<file path="config.mk">
export PLATFORM = sky130hd
export DESIGN_NAME = game_frame_renderer_flat
export DESIGN_NICKNAME = d
export VERILOG_FILES = /design/src/rtl/game_frame_renderer_if.sv /design/src/rtl/game_frame_renderer.sv /design/src/flat_wrapper.sv
export SDC_FILE = /design/constraint.sdc
export NUM_CORES = 1
export LEC_CHECK = 0
export ABC_AREA = 0
export CORE_UTILIZATION = 55
export CTS_CLUSTER_DIAMETER = 60
export CTS_CLUSTER_SIZE = 28
export DETAILED_ROUTE_END_ITERATION = 7
export PLACE_DENSITY = 0.81
export SYNTH_ARGS = -nofsm -noshare
export SYNTH_HDL_FRONTEND = slang
export SYNTH_SLANG_ARGS = --single-unit
</file>
<file path="constraint.sdc">
create_clock -name clk -period 3.55 [get_ports clk]
set_clock_uncertainty 0.15 [all_clocks]
set_input_delay 0.71 -clock clk [delete_from_list [all_inputs] [get_ports clk]]
set_output_delay 0.71 -clock clk [all_outputs]
set_load 0.02 [all_outputs]
</file>
<file path="src/rtl/game_frame_renderer_if.sv">
// Pixel plot bus from the frame renderer to the VGA adapter.
// Master offers x/y/color under plot_valid; slave accepts with plot_ready.
interface game_frame_renderer_if #(
    parameter int X_W     = 8,
    parameter int Y_W     = 8,
    parameter int COLOR_W = 3
) ();
    logic [X_W-1:0]     x;
    logic [Y_W-1:0]     y;
    logic [COLOR_W-1:0] color;
    logic               plot_valid;
    logic               plot_ready;

    modport master (output x, y, color, plot_valid, input plot_ready);
    modport slave  (input x, y, color, plot_valid, output plot_ready);
endinterface

</file>
<file path="src/rtl/game_frame_renderer.sv">
// Raster-scan compositor (background, ground, obstacles, dino sprite); 4 cycles per pixel.
// Each pixel is held on the plot bus until plot_ready; scanning stalls while the adapter is not ready.
module game_frame_renderer #(
    parameter int X_W        = 8,
    parameter int Y_W        = 8,
    parameter int X_MAX      = 159,
    parameter int Y_MAX      = 119,
    parameter int N_OBS      = 2,
    parameter int OBS_W      = 8,
    parameter int COLOR_W    = 3,
    parameter int GROUND_TOP = 100,
    parameter int DINO_LEFT  = 10,
    parameter int DINO_W     = 16,
    parameter int DINO_H     = 16,
    parameter logic [COLOR_W-1:0] COL_BG   = 3'b111,
    parameter logic [COLOR_W-1:0] COL_GRND = 3'b000,
    parameter logic [COLOR_W-1:0] COL_MASK = 3'b101
) (
    input  logic                     clk,
    input  logic                     resetn,
    input  logic                     frame_start,
    input  logic [Y_W-1:0]           dino_y,
    input  logic [N_OBS*X_W-1:0]     obs_x,
    input  logic [N_OBS*Y_W-1:0]     obs_h,
    input  logic [N_OBS*COLOR_W-1:0] obs_col,
    input  logic [N_OBS-1:0]         obs_en,
    output logic [X_W-1:0]           sprite_col,
    output logic [Y_W-1:0]           sprite_row,
    input  logic [COLOR_W-1:0]       sprite_color,
    game_frame_renderer_if.master    plot,
    output logic                     busy,
    output logic                     frame_done,
    output logic                     frame_overrun
);
    typedef enum logic [2:0] {
        S_IDLE,
        S_ADDR,
        S_WAIT,
        S_COMP,
        S_EMIT
    } state_t;

    localparam logic [X_W-1:0] XL     = X_W'(DINO_LEFT);
    localparam logic [X_W:0]   XR_E   = (X_W+1)'(DINO_LEFT + DINO_W);
    localparam logic [X_W-1:0] XMAX_L = X_W'(X_MAX);
    localparam logic [Y_W-1:0] YMAX_L = Y_W'(Y_MAX);
    localparam logic [Y_W-1:0] GT_L   = Y_W'(GROUND_TOP);
    localparam logic [Y_W:0]   GT_E   = (Y_W+1)'(GROUND_TOP);
    localparam logic [Y_W:0]   DH_E   = (Y_W+1)'(DINO_H);
    localparam logic [X_W:0]   OW_E   = (X_W+1)'(OBS_W);

    state_t r_state;
    state_t w_state_nxt;

    logic [X_W-1:0]           r_sx;
    logic [Y_W-1:0]           r_sy;
    logic [Y_W-1:0]           r_dy;
    logic [N_OBS*X_W-1:0]     r_obs_x;
    logic [N_OBS*Y_W-1:0]     r_obs_h;
    logic [N_OBS*COLOR_W-1:0] r_obs_col;
    logic [N_OBS-1:0]         r_obs_en;

    logic                     r_hit_grnd;
    logic                     r_hit_dino;
    logic [N_OBS-1:0]         r_hit_obs;

    logic [X_W-1:0]           r_sprite_col;
    logic [Y_W-1:0]           r_sprite_row;
    logic [X_W-1:0]           r_x;
    logic [Y_W-1:0]           r_y;
    logic [COLOR_W-1:0]       r_color;
    logic                     r_plot_valid;
    logic                     r_busy;
    logic                     r_frame_done;
    logic                     r_frame_overrun;

    logic                     w_hit_grnd;
    logic                     w_hit_dino;
    logic [N_OBS-1:0]         w_hit_obs;
    logic                     w_accept;
    logic                     w_last;
    logic [COLOR_W-1:0]       w_obs_color;
    logic [COLOR_W-1:0]       w_pix_color;

    // Bound sums carry one extra bit so boxes near the right/bottom edge clip instead of wrapping.
    assign w_hit_grnd = (r_sy >= GT_L);
    assign w_hit_dino = (r_sx >= XL) && ({1'b0, r_sx} < XR_E) &&
                        (r_sy >= r_dy) && ({1'b0, r_sy} < ({1'b0, r_dy} + DH_E));

    for (genvar g = 0; g < N_OBS; g++) begin : g_obs
        logic [X_W-1:0] w_ox;
        logic [Y_W-1:0] w_oh;
        logic [X_W:0]   w_oright;
        logic [Y_W:0]   w_otop;

        assign w_ox     = r_obs_x[g*X_W +: X_W];
        assign w_oh     = r_obs_h[g*Y_W +: Y_W];
        assign w_oright = {1'b0, w_ox} + OW_E;
        // Obstacles taller than the ground line fill the whole column above it.
        assign w_otop   = ({1'b0, w_oh} > GT_E) ? '0 : (GT_E - {1'b0, w_oh});
        assign w_hit_obs[g] = r_obs_en[g] && (w_oh != '0) &&
                              (r_sx >= w_ox) && ({1'b0, r_sx} < w_oright) &&
                              ({1'b0, r_sy} >= w_otop);
    end

    assign w_accept = (r_state == S_EMIT) && r_plot_valid && plot.plot_ready;
    assign w_last   = (r_sx == XMAX_L) && (r_sy == YMAX_L);

    always_comb begin
        w_obs_color = COL_BG;
        for (int i = N_OBS - 1; i >= 0; i--) begin
            if (r_hit_obs[i]) begin
                w_obs_color = r_obs_col[i*COLOR_W +: COLOR_W];
            end
        end
        w_pix_color = w_obs_color;
        if (r_hit_grnd) begin
            w_pix_color = COL_GRND;
        end else if (r_hit_dino && (sprite_color != COL_MASK)) begin
            w_pix_color = sprite_color;
        end
    end

    always_comb begin
        w_state_nxt = r_state;
        case (r_state)
            S_IDLE: if (frame_start) w_state_nxt = S_ADDR;
            S_ADDR: w_state_nxt = S_WAIT;
            S_WAIT: w_state_nxt = S_COMP;
            S_COMP: w_state_nxt = S_EMIT;
            S_EMIT: if (w_accept) w_state_nxt = w_last ? S_IDLE : S_ADDR;
            default: w_state_nxt = S_IDLE;
        endcase
    end

    always_ff @(posedge clk) begin
        if (!resetn) begin
            r_state <= S_IDLE;
        end else begin
            r_state <= w_state_nxt;
        end
    end

    always_ff @(posedge clk) begin
        if (!resetn) begin
            r_sx            <= '0;
            r_sy            <= '0;
            r_dy            <= '0;
            r_obs_x         <= '0;
            r_obs_h         <= '0;
            r_obs_col       <= '0;
            r_obs_en        <= '0;
            r_hit_grnd      <= 1'b0;
            r_hit_dino      <= 1'b0;
            r_hit_obs       <= '0;
            r_sprite_col    <= '0;
            r_sprite_row    <= '0;
            r_x             <= '0;
            r_y             <= '0;
            r_color         <= COL_BG;
            r_plot_valid    <= 1'b0;
            r_busy          <= 1'b0;
            r_frame_done    <= 1'b0;
            r_frame_overrun <= 1'b0;
        end else begin
            r_frame_done    <= 1'b0;
            r_frame_overrun <= frame_start && (r_state != S_IDLE);
            case (r_state)
                S_IDLE: begin
                    if (frame_start) begin
                        r_dy      <= dino_y;
                        r_obs_x   <= obs_x;
                        r_obs_h   <= obs_h;
                        r_obs_col <= obs_col;
                        r_obs_en  <= obs_en;
                        r_sx      <= '0;
                        r_sy      <= '0;
                        r_busy    <= 1'b1;
                    end
                end
                S_ADDR: begin
                    r_hit_grnd   <= w_hit_grnd;
                    r_hit_dino   <= w_hit_dino;
                    r_hit_obs    <= w_hit_obs;
                    r_sprite_col <= r_sx - XL;
                    r_sprite_row <= r_sy - r_dy;
                end
                S_COMP: begin
                    r_x          <= r_sx;
                    r_y          <= r_sy;
                    r_color      <= w_pix_color;
                    r_plot_valid <= 1'b1;
                end
                S_EMIT: begin
                    if (w_accept) begin
                        r_plot_valid <= 1'b0;
                        if (w_last) begin
                            r_sx         <= '0;
                            r_sy         <= '0;
                            r_busy       <= 1'b0;
                            r_frame_done <= 1'b1;
                        end else if (r_sx == XMAX_L) begin
                            r_sx <= '0;
                            r_sy <= r_sy + 1'b1;
                        end else begin
                            r_sx <= r_sx + 1'b1;
                        end
                    end
                end
                default: ;
            endcase
        end
    end

    assign sprite_col      = r_sprite_col;
    assign sprite_row      = r_sprite_row;
    assign plot.x          = r_x;
    assign plot.y          = r_y;
    assign plot.color      = r_color;
    assign plot.plot_valid = r_plot_valid;
    assign busy            = r_busy;
    assign frame_done      = r_frame_done;
    assign frame_overrun   = r_frame_overrun;
endmodule

</file>
<file path="src/flat_wrapper.sv">
// flat-port wrapper written by rule: the top's interface ports become plain ports
module game_frame_renderer_flat 
#(
    parameter int X_W        = 8,
    parameter int Y_W        = 8,
    parameter int X_MAX      = 159,
    parameter int Y_MAX      = 119,
    parameter int N_OBS      = 2,
    parameter int OBS_W      = 8,
    parameter int COLOR_W    = 3,
    parameter int GROUND_TOP = 100,
    parameter int DINO_LEFT  = 10,
    parameter int DINO_W     = 16,
    parameter int DINO_H     = 16,
    parameter logic [COLOR_W-1:0] COL_BG   = 3'b111,
    parameter logic [COLOR_W-1:0] COL_GRND = 3'b000,
    parameter logic [COLOR_W-1:0] COL_MASK = 3'b101
)
  (clk, resetn, frame_start, dino_y, obs_x, obs_h, obs_col, obs_en, sprite_col, sprite_row, sprite_color, busy, frame_done, frame_overrun, plot_x, plot_y, plot_color, plot_plot_valid, plot_plot_ready);
  game_frame_renderer_if #(.X_W(X_W), .Y_W(Y_W), .COLOR_W(COLOR_W)) plot_i ();
  input  logic clk;
  input  logic resetn;
  input  logic frame_start;
  input  logic [Y_W-1:0] dino_y;
  input  logic [N_OBS*X_W-1:0] obs_x;
  input  logic [N_OBS*Y_W-1:0] obs_h;
  input  logic [N_OBS*COLOR_W-1:0] obs_col;
  input  logic [N_OBS-1:0] obs_en;
  output logic [X_W-1:0] sprite_col;
  output logic [Y_W-1:0] sprite_row;
  input  logic [COLOR_W-1:0] sprite_color;
  output logic busy;
  output logic frame_done;
  output logic frame_overrun;
  output wire logic [$bits(plot_i.x)-1:0] plot_x;
  output wire logic [$bits(plot_i.y)-1:0] plot_y;
  output wire logic [$bits(plot_i.color)-1:0] plot_color;
  output wire logic [$bits(plot_i.plot_valid)-1:0] plot_plot_valid;
  input wire logic [$bits(plot_i.plot_ready)-1:0] plot_plot_ready;
  assign plot_x = plot_i.x;
  assign plot_y = plot_i.y;
  assign plot_color = plot_i.color;
  assign plot_plot_valid = plot_i.plot_valid;
  assign plot_i.plot_ready = plot_plot_ready;
  game_frame_renderer #(.X_W(X_W), .Y_W(Y_W), .X_MAX(X_MAX), .Y_MAX(Y_MAX), .N_OBS(N_OBS), .OBS_W(OBS_W), .COLOR_W(COLOR_W), .GROUND_TOP(GROUND_TOP), .DINO_LEFT(DINO_LEFT), .DINO_W(DINO_W), .DINO_H(DINO_H), .COL_BG(COL_BG), .COL_GRND(COL_GRND), .COL_MASK(COL_MASK)) u_core (.clk(clk), .resetn(resetn), .frame_start(frame_start), .dino_y(dino_y), .obs_x(obs_x), .obs_h(obs_h), .obs_col(obs_col), .obs_en(obs_en), .sprite_col(sprite_col), .sprite_row(sprite_row), .sprite_color(sprite_color), .plot(plot_i), .busy(busy), .frame_done(frame_done), .frame_overrun(frame_overrun));
endmodule
</file>
Word-level counts from Yosys, hierarchy flattened:

Index checks and enable logic that the tools add are counted.
Widths: inputs -> output; s select.

* eq/ne operators: 11
* mux-type cells: 26
* add/sub/neg operators: 9
* reduce and logical (&&, ||, !) cells: 29
* order comparisons: 13

Operators by type and width (count)
* $mux 8: 7
* $pmux 8 s2: 2
* $lt 8x9->1: 3
* $ge 8x8->1: 3
* $add 8x4->9 const B: 2
* $ge 8x9->1: 2
* $mux 3: 6
* $mux 9: 2
* $sub 7x8->9 const A: 2
* $add 8x1->8 const B: 2
* $gt 8x7->1 const B: 2
* $logic_and 1x1->1: 16
* $reduce_bool 8->1: 2
* $pmux 3 s5: 1
* $add 8x5->9 const B: 1
* $eq 8x7->1 const B: 1
* $eq 8x8->1 const B: 1
* $ge 8x4->1 const B: 1
* $ge 8x7->1 const B: 1
* $lt 8x5->1 const B: 1
* $reduce_and 4->1: 2
* $sub 8x4->8 const B: 1
* $sub 8x8->8: 1
* $eq 3x2->1 const B: 2
* other kinds (13): 24

* word-level logic and storage cells: 108
* output and inout bits: 39
* register bits after elaboration: 110

Logic depth before layout (Yosys ltp):

Gate-level depths: netlist (run 1).

* depth after elaboration: 5
* mapped depth: 12

Worst setup path before layout (run 1):

No wires, ideal clock.

* kind: register -> register
* start: register u_core.r_obs_h[0]
* end: register u_core.r_hit_obs[0]
* required time: 3.270 ns
* setup slack: 0.965 ns
* stages on the path, launching flop included: 11
* arrival: 2.305 ns
* clock period less this slack: 2.585 ns
* path buffers: 0
* path through: dfxtp_1 -> o21ai_0 -> nand2_1 -> a31oi_1 -> o21ai_0 -> ha_1 -> a21o_1 -> a31oi_1 -> o21ai_0 -> a2111oi_0 -> o31ai_1

* cells in the longest elaborated chain, start to end: 5
* elaborated cells between the ends (all ways): 9
* those cells by class: 1 x add/sub; 2 x order compare; 1 x mux; 5 x reduce/logical

Ends and longest elaborated chain
* start, declared: line game_frame_renderer.sv:59 `logic [N_OBS*Y_W-1:0] r_obs_h;`
* start signal, assigned: line game_frame_renderer.sv:173 `r_obs_h <= obs_h;`
* branches (longest 4 deep; another with $sub 7x8->9)
* $logic_and 1x1->1 (*): line game_frame_renderer.sv:102 `(r_sx >= w_ox) && ({1'b0, r_sx} < w_oright) &&`
* end signal, assigned: line game_frame_renderer.sv:184 `r_hit_obs <= w_hit_obs;`
* end, declared: line game_frame_renderer.sv:65 `logic [N_OBS-1:0] r_hit_obs;`

Mark *: on every way between the ends.
A chain may end at the register's enable or synchronous reset.

Worst setup path after layout (run 1):

Ends and elaborated chain as after synthesis.

==> results of run 1 <==
## layer usage
metal / routed length [um] / share of wire [%] / up-vias
met5: 0 / 0 / -
met4: 473 / 2.8 / 0
met3: 950 / 5.7 / 38
met2: 8166 / 49 / 214
met1: 7184 / 43 / 2865
li1: - / - / 2968
## critical path, delay by kind of cell, from the launching register on
family / cells / cell delay [ps]
AOI/OAI and AO/OA: 8 / 1950
adders and majority gates: 1 / 330
and+or+nand+nor: 1 / 160
DFF: 1 / 330
## through the flow
| stage | hold WS, ps | cells | power (mW) | utilization, % | cell area (um^2) |
|---|---|---|---|---|---|
| after floorplan | 283.2 | 815 | 1.813 | - | 6339 |
| after global placement | 289.3 | 1012 | 2.011 | 66.52 | 7337 |
| after detailed placement | 297.0 | 1012 | 2.041 | 66.52 | 7337 |
| after CTS | 306.5 | 1027 | 2.984 | 69.02 | 7614 |
| after global routing | 324.2 | 1027 | 3.132 | 69.02 | 7614 |
| final | 305.0 | 1027 | 2.973 | 69.02 | 7614 |
## sequential cells by signal (all words and copies together), names as in the netlist
signal and flops:
u_core.busy 1, u_core.frame_done 1, u_core.frame_overrun 1, u_core.plot.color 3
u_core.plot.plot_valid 1, u_core.plot.x 8, u_core.plot.y 8, u_core.r_dy 8
u_core.r_hit_dino 1, u_core.r_hit_grnd 1, u_core.r_hit_obs 2, u_core.r_obs_col 6
u_core.r_obs_en 2, u_core.r_obs_h 16, u_core.r_obs_x 16, u_core.r_state 3
u_core.r_sx 8, u_core.r_sy 8, u_core.sprite_col 8, u_core.sprite_row 8
## cell families after synthesis
family | after synthesis | synth area share [%]
xor gates and xnor gates | 33 | 4.563
AOI/OAI and AO/OA | 195 | 19.08
other | 1 | 0.05920
adders and majority gates | 66 | 13.15
DFF | 110 | 34.76
and+or+nand+nor | 322 | 23.05
buffers and inverters | 87 | 5.333
## synth_stat cells, types with 7 or more instances
library cell / count
a211oi_1: 9
a21oi_1: 96
buf_2: 9
clkbuf_1: 32
dfxtp_1: 110
ha_1: 65
inv_1: 43
nand2_1: 177
nand3_1: 22
nand4_1: 10
nor2_1: 44
nor2b_1: 11
nor3_1: 18
o211ai_1: 7
o21ai_0: 26
xnor2_1: 27
## path summary, 6_finish.rpt
check,from,to,slack (ps),cells after the start
setup / recovery,u_core.r_obs_h[0]$_SDFFE_PN0P_,u_core.r_hit_obs[0]$_SDFFE_PN0P_,510,10
hold / removal,u_core.plot.x[5]$_SDFFE_PN0P_,u_core.plot.x[5]$_SDFFE_PN0P_,300,2
setup reg to reg,u_core.r_obs_h[0]$_SDFFE_PN0P_,u_core.r_hit_obs[0]$_SDFFE_PN0P_,510,10
hold reg to reg,u_core.plot.x[5]$_SDFFE_PN0P_,u_core.plot.x[5]$_SDFFE_PN0P_,300,2
## power groups by stage
stage	registers, mW	clock network, mW	logic (mW)
2_1_floorplan	1.41	0	0.406
3_5_place_dp	1.41	0	0.627
6_report	1.39	0.952	0.632
4_1_cts	1.39	0.966	0.631
5_1_grt	1.40	1.02	0.710
3_3_place_gp	1.41	0	0.602
## cell type report
type | instances | area (um^2) | area share, %
clock inverter | 3 | 20.02 | 0.2629
clock buffer | 12 | 256.5 | 3.369
multi-input combinational | 618 | 3799 | 49.89
timing repair buffer | 100 | 996.0 | 13.08
tap | 140 | 175.2 | 2.301
sequential | 110 | 2202 | 28.92
inverter | 44 | 165.2 | 2.169
==> results_dict.tcl, run 1 <==
set metrics [dict create \
    worst_pin_slew_ps 730.2 \
    htree_levels 3 \
    port_buffers 93 \
    netlist_area_mm2 0.006335 \
    grt_usage_pct 30.09 \
    p_leak_nw 2.897 \
    critPathKind "reg -> reg" \
    cpMostUsedCell "o21ai_0" \
    grt_pass1_wl_mm 27.80 \
    dr.pass1.iters 7 \
    fin_ws_ps 514.9 \
    fin_crit_sh_pct 85.50 \
    avgSynthCellArea_um2 7.782 \
    dieArea_mm2 0.01195 \
    pin_count 94 \
    layout_common_cells "nand2_1 (177), dfxtp_1 (110), a21oi_1 (96)" \
    cts_tree "yes" \
    grt_pass1_vias 5971 \
    pwr-share-clk_pct 32.0 \
    via_count 6085 \
    drc_errors 0 \
    end_kind "register" \
    yosys_warnings 0 \
    synth_edf_count 0 \
    core_mm2 0.01103 \
    vdd_drop_max_v 0.0002377 \
    post_drt_via_cell_ratio 5.925 \
    cp.arrival_ps 3110 \
    place_congestion 0.9133 \
    fin_crit_ps 3035 \
    synthDistinctLibCells 65 \
    status "complete, no violations" \
    crit_slowest_cell "a2111oi_0" \
    synth_seq_cells 110 \
    cts_sinks 110 \
    power_switching_uw 878.1 \
    syn2layout_area_growth_pct 20.19 \
    met3_usage_pct 4.564 \
    clockRootBuffer "clkbuf_16" \
    antenna_cells 0 \
    hold_viol 0 \
    power_density_mw_per_mm2 390.5 \
    netSwitchingFraction_pct 29.54 \
    intPower_mw 2.095 \
    cts.path.max_buffers 2 \
    rows 38 \
    drive_gt1_share_pct 3.495 \
    drtIter0Drc 360 \
    start_util_pct 57.43 \
    yosys_most_used_dff "dfxtp_1" \
    final_max_slew_viol_count 0 \
    cp-start-kind "register" \
    numCtsBuffers 9 \
    detailedPlacementHpwl_mm 12.24 \
    grtUsageMet2_pct 51.71 \
    die_w_um 109.3 \
    final_common_cell "nand2_1" \
    crit_path_cell_trace "o21ai_0, nand2_1, a31oi_1, o21ai_0, ha_1, a21o_1, a31oi_1, o21ai_0, a2111oi_0, o31ai_1" \
    synthArstFlopShare_pct 0 \
    hp-class "reg -> reg" \
    pre_cts_slack_ps 541.7 \
    clk_latency_ps 350 \
    final_nets 1004 \
    die_y_um 109.3 \
    p_seq_share_pct 46.7 \
    cap_violations 0 \
    clkTransAtPathRegs_ps 70 \
    synth_cells 814 \
    grt_max_degree 88 \
    synth_top_area_share_pct 34.76 \
    cts_hold_buf 0 \
    max_freq_mhz 329.5 \
    post_cts_buffers 0 \
    synth_area_leaders "dfxtp_1 (35%), ha_1 (13%), nand2_1 (10%), a21oi_1 (7.6%), xnor2_1 (3.7%)" \
    critPathRequiredTime_ps 3630 \
    grt.busiest_layer "met2" \
    wl_per_cell_um 16.33 \
    grtUsageMet1_pct 37.08 \
    fill_cells 936 \
    slew-limit-headroom_pct 51.32 \
    finalSetupViolCount 0 \
    crit_fanout 6 \
    wl_mm 16.78 \
    antenna_found_initial 0 \
    overflow 0 \
    fin_setup_tns_ps 0 \
    postCtsResizedCells 0 \
    max_stage_delay_ps 510 \
    final_antenna_net_count 0 \
    yosysTopAreaCell "dfxtp_1" \
    rsz0062_at_grt "no" \
    ys_seq_area_share_pct 34.76 \
    power_frac_comb_pct 21.3 \
]
No activity file was read; power rests on OpenSTA's default activity.
==> run 2, diff against run 1 <==
- CORE_UTILIZATION: 55 -> 50
- CTS_CLUSTER_SIZE: 28 -> unset
- PLACE_DENSITY: 0.81 -> 0.77
- clock period: 3.55 -> 2.7 ns (I/O delays scaled with it)
==> run 2 against run 1 <==
Register-to-register slack lost 410 ps. Count of clock-buffer cells in the layout is 3 lower. Via count is 2.3% lower. Sequential power increased by 31%.
==> results_dict.tcl, run 2 (same netlist as run 1, synthesis figures left out) <==
set metrics [dict create \
    netSwitchingFraction_pct 29.90 \
    worst-r2r-setup-slack_ps 110 \
    critPathRequiredTime_ps 2820 \
    grt_max_degree 62 \
    detailedPlacementHpwl_mm 11.52 \
    power_density_mw_per_mm2 516.6 \
    crit_fanout 4 \
    via_count 5945 \
    p_leak_nw 3.015 \
    rr_endpoint "u_core.r_hit_obs[1]$_SDFFE_PN0P_" \
    fin_crit_ps 2592 \
    syn2layout_area_growth_pct 24.18 \
    wl_mm 15.74 \
    hold_path_depth 2 \
    ff2ff_path_depth 12 \
    cp.arrival_ps 2710 \
    power_frac_comb_pct 21.2 \
    overflow 0 \
    power_switching_mw 1.215 \
    cts_hold_buf 0 \
    cp-start-kind "register" \
    end_kind "register" \
    pin_count 94 \
    cts.path.max_buffers 2 \
    drc_errors 0 \
    place_congestion 0.8805 \
    clk_latency_ps 360 \
    start_util_pct 52.09 \
    hold_end "u_core.plot.x[6]$_SDFFE_PN0P_" \
    fin_crit_sh_pct 96.00 \
    hold_viol 0 \
    cts_tree "yes" \
    numCtsBuffers 9 \
    clockRootBuffer "clkbuf_16" \
    drive_gt1_share_pct 6.181 \
    htree_levels 3 \
    max_freq_mhz 385.8 \
    status "complete, no violations" \
    min-delay-start "u_core.plot.x[6]$_SDFFE_PN0P_" \
    critPathKind "reg -> reg" \
    post_cts_buffers 0 \
    final_max_slew_viol_count 0 \
    worst_pin_slew_ps 638.1 \
    antenna_found_initial 0 \
    wl_per_cell_um 14.66 \
    power_mw 4.064 \
    grt_usage_pct 24.95 \
    r2r_start "u_core.r_obs_h[8]$_SDFFE_PN0P_" \
    finalSetupViolCount 0 \
    slew-limit-headroom_pct 57.46 \
    die_w_um 114.6 \
    hp-class "reg -> reg" \
    pwr-share-clk_pct 34.0 \
    reg.largest.list "u_core.r_obs_h (16), u_core.r_obs_x (16)" \
    antenna_cells 0 \
    hold_ws_ps 304.3 \
    core_mm2 0.01216 \
    drtIter0Drc 347 \
    layout_common_cells "nand2_1 (177), dfxtp_1 (110), a21oi_1 (96)" \
    post_drt_via_cell_ratio 5.535 \
    cts_sinks 110 \
    clkTransAtPathRegs_ps 80 \
    cap_violations 0 \
    postCtsResizedCells 0 \
    final_common_cell "nand2_1" \
    grt_pass1_vias 5506 \
    intPower_mw 2.848 \
    die_y_um 114.6 \
    vdd_drop_max_v 0.0002420 \
    dieArea_mm2 0.01312 \
    port_buffers 93 \
    dr.pass1.iters 6 \
    final_antenna_net_count 0 \
    grt_pass1_wl_mm 26.24 \
    rows 40 \
    final_nets 1022 \
    p_seq_share_pct 44.8 \
]
## run 2: cell types whose count changed in the layout (fill, tap and decap cells not counted), moves of 2 or more
cell | previous run | this run
buf_4 | 6 | 22
buf_12 | 1 | 3
clkbuf_8 | 2 | 0
inv_6 | 0 | 2
o21ai_0 | 26 | 24
## run 2: power groups by stage
stage          combinational, mW  sequential (mW)  clock (mW)
2_1_floorplan              0.533             1.85           0
3_3_place_gp               0.833             1.85           0
3_5_place_dp               0.848             1.85           0
4_1_cts                    0.857             1.82        1.40
5_1_grt                    0.970             1.83        1.46
6_report                   0.861             1.82        1.38
## run 2: worst max-delay path: stages, from the launching register on
cell	delay, ps
dfxtp_1	400
inv_1	80
ha_1	240
nor2b_4	160
o31ai_2	80
xor2_1	180
nand2_1	80
ha_1	300
nand2_1	50
o21ai_0	180
a21oi_1	60
a311o_1	280
a221oi_2	250
## run 2: through the flow
step                      setup WS [ps]  setup TNS [ps]  utilization, %  instances  area (um^2)
final                             107.9               0           64.68       1074         7866
after global routing             -10.59          -10.59           64.68       1074         7866
after CTS                         7.812               0           64.44       1074         7838
after detailed placement          102.0               0           61.93       1058         7532
after global placement            173.0               0           61.93       1058         7532
after floorplan                   114.7               0               -        815         6339
## run 2: how the worst max path moves through the flow
| stage | from | endpoint | slack (ps) | cells past startpoint |
|---|---|---|---|---|
| 4_1_cts | u_core.r_obs_h[8]$_SDFFE_PN0P_ | u_core.r_hit_obs[1]$_SDFFE_PN0P_ | 8 | 11 |
| 5_1_grt | u_core.r_obs_h[8]$_SDFFE_PN0P_ | u_core.r_hit_obs[1]$_SDFFE_PN0P_ | -10 | 12 |
| 3_3_place_gp | u_core.r_obs_h[0]$_SDFFE_PN0P_ | u_core.r_hit_obs[0]$_SDFFE_PN0P_ | 170 | 10 |
| 2_1_floorplan | u_core.r_obs_h[0]$_SDFFE_PN0P_ | u_core.r_hit_obs[0]$_SDFFE_PN0P_ | 110 | 10 |
| 3_5_place_dp | u_core.r_obs_h[8]$_SDFFE_PN0P_ | u_core.r_hit_obs[1]$_SDFFE_PN0P_ | 100 | 11 |
| 6_report | u_core.r_obs_h[8]$_SDFFE_PN0P_ | u_core.r_hit_obs[1]$_SDFFE_PN0P_ | 110 | 12 |
## run 2: routing by layer
layer | vias to the layer above | wire length, um | part of all wire [%] | global-route usage, %
met5 | - | 0 | 0 | 0
met4 | 0 | 350 | 2.2 | 10.22
met3 | 34 | 856 | 5.4 | 2.859
met2 | 179 | 7209 | 46 | 41.25
met1 | 2744 | 7326 | 47 | 33.08
li1 | 2988 | - | - | -
## run 2: final cells by class
type	instances	area, um^2
Fill cell	1068	4295
Inverter	44	165.2
Sequential cell	110	2202
Tap cell	168	210.2
Timing Repair Buffer	118	1156
Clock buffer	9	225.2
Multi-Input combinational cell	618	3827
Clock inverter	7	80.08
